[src/rtl/laser_pkg.sv]
// Shared types and sizing helpers for the averaging laser distance meter.
//   state_t          : controller state encoding
//   cnt_w / acc_w    : round-trip counter and accumulator widths
//   def_timeout      : largest round-trip count a DW-wide meter can represent
package laser_pkg;

    typedef enum logic [2:0] {
        IDLE,
        FIRE,
        WAIT,
        GAP,
        DONE
    } state_t;

    function automatic int cnt_w(input int dw);
        return dw + 1;
    endfunction

    // Sum of 2^navg_log2 samples, each at most DW bits, never overflows this.
    function automatic int acc_w(input int dw, input int navg_log2);
        return dw + navg_log2;
    endfunction

    function automatic int def_timeout(input int dw);
        return (1 << (dw + 1)) - 1;
    endfunction

    localparam int DEF_DW          = 16;
    localparam int DEF_TIMEOUT_CYC = def_timeout(DEF_DW);

endpackage

[src/rtl/laser_rt_ctr.sv]
// Round-trip cycle counter.
//   Clk, Rst    : clock, synchronous active-low reset
//   load        : restart the count at 1 (takes priority over inc)
//   inc         : advance the count by one
//   cnt         : current round-trip count
//   at_timeout  : cnt has reached TIMEOUT_CYC
module laser_rt_ctr #(
    parameter int CW          = 17,
    parameter int TIMEOUT_CYC = (1 << CW) - 1
) (
    input  logic          Clk,
    input  logic          Rst,
    input  logic          load,
    input  logic          inc,
    output logic [CW-1:0] cnt,
    output logic          at_timeout
);

    always_ff @(posedge Clk) begin
        if (!Rst)
            cnt <= '0;
        else if (load)
            cnt <= CW'(1);
        else if (inc)
            cnt <= cnt + 1'b1;
    end

    assign at_timeout = (cnt == CW'(TIMEOUT_CYC));

endmodule

[src/rtl/laser_dist_avg.sv]
// Averaging laser distance meter. A button press fires 2^NAVG_LOG2 shots,
// each timed from laser start to echo; the one-way distances are averaged.
//   Clk, Rst : clock, synchronous active-low reset
//   B        : start button (only looked at while idle)
//   S        : reflection sensor (only looked at in WAIT and GAP)
//   L        : laser enable
//   D        : averaged distance in cycles, all ones on timeout
//   Valid    : one-cycle strobe after D is loaded
//   Busy     : measurement in progress
//   Timeout  : last measurement was abandoned
module laser_dist_avg
    import laser_pkg::*;
#(
    parameter int DW          = 16,
    parameter int PULSE_CYC   = 1,
    parameter int TIMEOUT_CYC = def_timeout(DW),
    parameter int NAVG_LOG2   = 0
) (
    input  logic          Clk,
    input  logic          Rst,
    input  logic          B,
    input  logic          S,
    output logic          L,
    output logic [DW-1:0] D,
    output logic          Valid,
    output logic          Busy,
    output logic          Timeout
);

    localparam int CW = cnt_w(DW);
    localparam int AW = acc_w(DW, NAVG_LOG2);
    // Keep the shot index at least one bit wide even for single-shot builds.
    localparam int SW = (NAVG_LOG2 > 0) ? NAVG_LOG2 : 1;
    localparam logic [SW-1:0] LAST_SHOT = SW'((1 << NAVG_LOG2) - 1);

    state_t        state, nstate;
    logic [CW-1:0] cnt;
    logic          at_to;
    logic          ctr_load, ctr_inc;
    logic          start, acc_add, shot_adv, finish, abort;
    logic [SW-1:0] shot_idx;
    logic [AW-1:0] acc;
    logic [AW-1:0] acc_sum;

    laser_rt_ctr #(
        .CW          (CW),
        .TIMEOUT_CYC (TIMEOUT_CYC)
    ) u_ctr (
        .Clk        (Clk),
        .Rst        (Rst),
        .load       (ctr_load),
        .inc        (ctr_inc),
        .cnt        (cnt),
        .at_timeout (at_to)
    );

    // One-way distance is half the round trip.
    assign acc_sum = acc + AW'(cnt[CW-1:1]);

    always_ff @(posedge Clk) begin
        if (!Rst)
            state <= IDLE;
        else
            state <= nstate;
    end

    always_comb begin
        nstate   = state;
        ctr_load = 1'b0;
        ctr_inc  = 1'b0;
        start    = 1'b0;
        acc_add  = 1'b0;
        shot_adv = 1'b0;
        finish   = 1'b0;
        abort    = 1'b0;
        case (state)
            IDLE: begin
                if (B) begin
                    start    = 1'b1;
                    ctr_load = 1'b1;
                    nstate   = FIRE;
                end
            end
            FIRE: begin
                // cnt starts at 1 on entry, so it doubles as the pulse timer.
                ctr_inc = 1'b1;
                if (cnt == CW'(PULSE_CYC))
                    nstate = WAIT;
            end
            WAIT: begin
                // An echo on the timeout edge still counts as a valid shot.
                if (S) begin
                    acc_add = 1'b1;
                    if (shot_idx == LAST_SHOT) begin
                        finish = 1'b1;
                        nstate = DONE;
                    end else begin
                        shot_adv = 1'b1;
                        nstate   = GAP;
                    end
                end else if (at_to) begin
                    abort  = 1'b1;
                    nstate = DONE;
                end else begin
                    ctr_inc = 1'b1;
                end
            end
            GAP: begin
                // Let the previous echo clear before firing again.
                if (!S) begin
                    ctr_load = 1'b1;
                    nstate   = FIRE;
                end
            end
            DONE:    nstate = IDLE;
            default: nstate = IDLE;
        endcase
    end

    always_ff @(posedge Clk) begin
        if (!Rst) begin
            shot_idx <= '0;
            acc      <= '0;
            D        <= '0;
            Timeout  <= 1'b0;
        end else begin
            if (start) begin
                shot_idx <= '0;
                acc      <= '0;
                Timeout  <= 1'b0;
            end
            if (acc_add)
                acc <= acc_sum;
            if (shot_adv)
                shot_idx <= shot_idx + 1'b1;
            // Dividing by the power-of-two shot count is just dropping low bits.
            if (finish)
                D <= acc_sum[AW-1:NAVG_LOG2];
            if (abort) begin
                D       <= '1;
                Timeout <= 1'b1;
            end
        end
    end

    assign L     = (state == FIRE);
    assign Valid = (state == DONE);
    assign Busy  = (state != IDLE);

endmodule

[config.mk]
export PLATFORM = sky130hd
export DESIGN_NAME = laser_dist_avg
export DESIGN_NICKNAME = d
export VERILOG_FILES = /design/src/rtl/laser_pkg.sv /design/src/rtl/laser_rt_ctr.sv /design/src/rtl/laser_dist_avg.sv
export SDC_FILE = /design/constraint.sdc
export NUM_CORES = 1
export LEC_CHECK = 0
export ABC_AREA = 1
export BUFFER_PORTS_ARGS = -buffer_cell sky130_fd_sc_hd__buf_2
export CAP_MARGIN = 10
export CORE_MARGIN = 2
export CORE_UTILIZATION = 30
export DETAILED_ROUTE_END_ITERATION = 7
export PLACE_DENSITY = 0.45
export SLEW_MARGIN = 5
export SYNTH_ARGS = -nofsm -noshare
export SYNTH_HDL_FRONTEND = slang
export SYNTH_SLANG_ARGS = --single-unit
[constraint.sdc]
create_clock -name Clk -period 2 [get_ports Clk]
set_input_delay 0.2 -clock Clk [delete_from_list [all_inputs] [get_ports Clk]]
set_output_delay 0.2 -clock Clk [all_outputs]
set_load 0.02 [all_outputs]
==> results.sh <==
export IMPL_syn_num_nets=534
export IMPL_die_y_um=108.8
export IMPL_hp_class="input port to register"
export IMPL_num_nets_final=593
export IMPL_setup_reg_to_reg_worst_slack_ns=-0.04
export IMPL_worst_setup_path_start_kind="register"
export IMPL_detail_route_wirelength_um=8966
export IMPL_cellLeakagePower_uw=0.002140
export IMPL_finish_cell_count_without_fillers=711
export IMPL_hold_violations=0
export IMPL_grt_first_pass_wirelength_um=14660
export IMPL_routed_via_density=4.464
export IMPL_worst_ep_arrival_time_ns=2.26
export IMPL_crit_required_ns=2.22
export IMPL_drv_slew=0
export IMPL_antenna_found_initial=0
export IMPL_final_common_cell="sky130_fd_sc_hd__nand2_1"
export IMPL_h_tree_depth=2
export IMPL_violations="setup timing"
export IMPL_min_period_over_period_pct=102.2
export IMPL_peakVddDrop_mv=0.6007
export IMPL_max_cap_violations=0
export IMPL_initial_utilization_pct=30.51
export IMPL_flow_area_growth_from_synthesis_pct=28.31
export IMPL_floorplan_die_area_um2=11830
export IMPL_mostFrequentLayoutCells="sky130_fd_sc_hd__nand2_1 (138), sky130_fd_sc_hd__inv_1 (74), sky130_fd_sc_hd__nor2_1 (53)"
export IMPL_route_detailed_wl_per_inst_um=12.61
export IMPL_post_synthesis_sequential_area_ratio_pct=32.83
export IMPL_timing_final_ws_setup_ns=-0.04329
export IMPL_cts_tree="done"
export IMPL_drt_pass1_iterations=4
export IMPL_post_synth_instance_area_um2=3293
export IMPL_holdBufCountCts=0
export IMPL_cp_class="register to register"
export IMPL_slew_headroom_pct=72.36
export IMPL_internal_power_uw=2228
export IMPL_critPathMaxFanout=3
export IMPL_place_detailed_hpwl_um=6623
export IMPL_place_ws_ns=-0.1128
export IMPL_core_area_um2=10790
export IMPL_worst_skew_pair_late_latency_ns=0.32
export IMPL_hold_path_end="state[0]"
export IMPL_post_route_min_period_ns=2.043
export IMPL_cts_made_buffers=5
export IMPL_max_freq_mhz=489.4
export IMPL_grt_overflow_total=0
export IMPL_run_status="finished, violations left"
export IMPL_r2r_end="D[10]"
export IMPL_seq_power_share_pct=36.0
export IMPL_postSynthAreaPerCell_um2=6.445
export IMPL_timing_hold_worst_start="Rst"
export IMPL_setup_viol=5
export IMPL_num_rows=38
export IMPL_fp_dieW_um=108.8
export IMPL_grt_pass1_vias=3006
export IMPL_timing_worst_slew_pin_value_ns=0.4130
export IMPL_grt_start_max_net_pins=31
export IMPL_max_clock_path_buffers=2
export IMPL_port_buffer_count=23
export IMPL_finalClockSkew_ns=0.01244
export IMPL_num_ports=24
export IMPL_power_switching_uw=1307
export IMPL_synth_seq_cells=54
export IMPL_drive_above_1_share_pct=23.47
export IMPL_gp_routability_congestion=0.8307
export IMPL_global_route_usage_total_pct=15.96
export IMPL_routed_via_count=3174
export IMPL_dpl_cell_count=693
export IMPL_remaining_drc_errors=0
export IMPL_cellPowerDensity_nw_per_um2=836.6
export IMPL_cell_depth_of_the_worst_min_delay_path=3
export IMPL_yosysWarnings=0
export IMPL_pwr_share_comb_pct=38.0
export IMPL_fillCellCount=1162
export IMPL_grt_setup_unrepaired="yes"
export IMPL_antenna_diode_count=0
export IMPL_rr_worst_depth=14
export IMPL_worstSetupEndpointType="register"
export IMPL_clkSlewWorstSetupHoldPaths_ns=0.11
export IMPL_cts_root_buffer="sky130_fd_sc_hd__clkbuf_8"
export IMPL_synth_distinct_cells=30
export IMPL_r2r_start="u_ctr.cnt[1]"
export IMPL_drt_antenna_violating_nets=0
export IMPL_detailedRoute_firstIterationViolations=132
export IMPL_synth_cells=511
export IMPL_clock_sink_count=54
export IMPL_power_clock_fraction_pct=26.0
export IMPL_swShare_pct=36.97
[synth_stat cells]
master | n | area share, %
sky130_fd_sc_hd__buf_4 | 3 | 0.68
sky130_fd_sc_hd__buf_6 | 1 | 0.34
sky130_fd_sc_hd__inv_1 | 78 | 8.9
sky130_fd_sc_hd__clkbuf_1 | 3 | 0.34
sky130_fd_sc_hd__nand2_2 | 2 | 0.38
sky130_fd_sc_hd__nor2_2 | 1 | 0.19
sky130_fd_sc_hd__inv_2 | 3 | 0.34
sky130_fd_sc_hd__nor3_2 | 1 | 0.30
sky130_fd_sc_hd__nor4_1 | 1 | 0.19
sky130_fd_sc_hd__nor2_1 | 55 | 6.3
sky130_fd_sc_hd__a31oi_1 | 1 | 0.19
sky130_fd_sc_hd__ha_1 | 18 | 6.8
sky130_fd_sc_hd__buf_2 | 2 | 0.30
sky130_fd_sc_hd__or2_2 | 2 | 0.38
sky130_fd_sc_hd__dfxtp_1 | 54 | 33
sky130_fd_sc_hd__o221a_2 | 3 | 1.0
sky130_fd_sc_hd__a21oi_1 | 44 | 6.7
sky130_fd_sc_hd__nand4_1 | 4 | 0.76
sky130_fd_sc_hd__nand2_1 | 155 | 18
sky130_fd_sc_hd__xor2_1 | 11 | 2.9
sky130_fd_sc_hd__nand3_1 | 28 | 4.3
sky130_fd_sc_hd__nor3_1 | 12 | 1.8
sky130_fd_sc_hd__nor2_4 | 2 | 0.68
sky130_fd_sc_hd__xnor2_1 | 4 | 1.1
sky130_fd_sc_hd__or2_0 | 1 | 0.19
sky130_fd_sc_hd__o21ai_0 | 16 | 2.4
sky130_fd_sc_hd__buf_1 | 1 | 0.11
sky130_fd_sc_hd__nand3_2 | 2 | 0.61
sky130_fd_sc_hd__fa_1 | 1 | 0.61
sky130_fd_sc_hd__nand2_4 | 2 | 0.68
[power by group through the flow]
stage,logic [uW],clock network [uW],registers (uW)
2_1_floorplan,672,0,1370
3_3_place_gp,1210,0,1290
5_1_grt,1500,994,1290
4_1_cts,1260,955,1270
6_report,1340,918,1270
3_5_place_dp,1210,0,1290
[flip-flops by register name, summed over array words and instances (netlist names)]
name / cells
D: 16
Timeout: 1
acc: 16
shot_idx: 1
state: 3
u_ctr.cnt: 17
[layer usage]
layer,global-route usage [%],routed length (um),vias to the layer above
met3,2.750,236,7
li1,-,-,1719
met2,26.29,4133,33
met4,3.571,76,0
met5,0,0,-
met1,21.81,4519,1415
[kinds of logic after synthesis]
| family | count (synthesis) | share of synthesized area (%) |
|---|---|---|
| DFF | 54 | 32.83 |
| buffers and inverters | 91 | 11.02 |
| AOI/OAI and AO/OA | 64 | 10.33 |
| adders and majority gates | 19 | 7.447 |
| and+or+nand+nor | 268 | 34.38 |
| xor gates and xnor gates | 15 | 3.989 |
[through the flow]
| stage | utilization (%) | setup TNS (ns) | power, uW | cell area (um^2) | hold WS [ns] |
|---|---|---|---|---|---|
| floorplan | - | 0 | 2047 | 3327 | 0.3789 |
| global placement | 35.10 | -1.236 | 2505 | 3789 | 0.4567 |
| detailed placement | 35.10 | -2.197 | 2504 | 3789 | 0.4601 |
| CTS | 36.87 | 0 | 3481 | 3979 | 0.1721 |
| global route | 39.15 | -4.104 | 3786 | 4225 | 0.1841 |
| finish | 39.15 | -0.1178 | 3535 | 4225 | 0.1798 |
[worst max-delay path, cell delays in order, from the launching register on]
cell and delay [ns]:
sky130_fd_sc_hd__dfxtp_4 0.37, sky130_fd_sc_hd__buf_4 0.13, sky130_fd_sc_hd__buf_6 0.12, sky130_fd_sc_hd__ha_4 0.16, sky130_fd_sc_hd__fa_2 0.42, sky130_fd_sc_hd__nand2_2 0.08
sky130_fd_sc_hd__nand2_2 0.05, sky130_fd_sc_hd__nand3_2 0.08, sky130_fd_sc_hd__nand2_4 0.10, sky130_fd_sc_hd__nand2_2 0.08, sky130_fd_sc_hd__nand2_1 0.04, sky130_fd_sc_hd__nand2_1 0.06
sky130_fd_sc_hd__nand2_2 0.08, sky130_fd_sc_hd__o21ai_1 0.12, sky130_fd_sc_hd__inv_1 0.04
[how the worst max path moves through the flow]
| stage | startpoint | end | slack (ns) | cells after the start |
|---|---|---|---|---|
| final | u_ctr.cnt[1] | D[10] | -0.04 | 14 |
| after global routing | u_ctr.cnt[10] | D[6] | -0.18 | 14 |
| after CTS | u_ctr.cnt[7] | D[8] | 0.007 | 14 |
| after detailed placement | u_ctr.cnt[10] | D[8] | -0.11 | 14 |
| after global placement | u_ctr.cnt[10] | u_ctr.cnt[9] | -0.08 | 13 |
| after floorplan | u_ctr.cnt[0] | D[11] | 0.003 | 15 |
[timing repair]
item,in CTS,in global routing
pin swaps,5,17
setup buffers,0,8
gates resized for setup,19,49
setup endpoints to repair,37,41
cloned,1,1
[layout make-up]
type	instances	area, um^2	share of cell area, %
Multi-Input combinational cell	368	2091	49.48
Sequential cell	54	1096	25.94
Timing Repair Buffer	60	409.1	9.683
Inverter	81	311.5	7.373
Tap cell	140	175.2	4.146
Clock buffer	6	82.58	1.954
Clock inverter	2	60.06	1.421
Power figures use the tool's default switching activity.
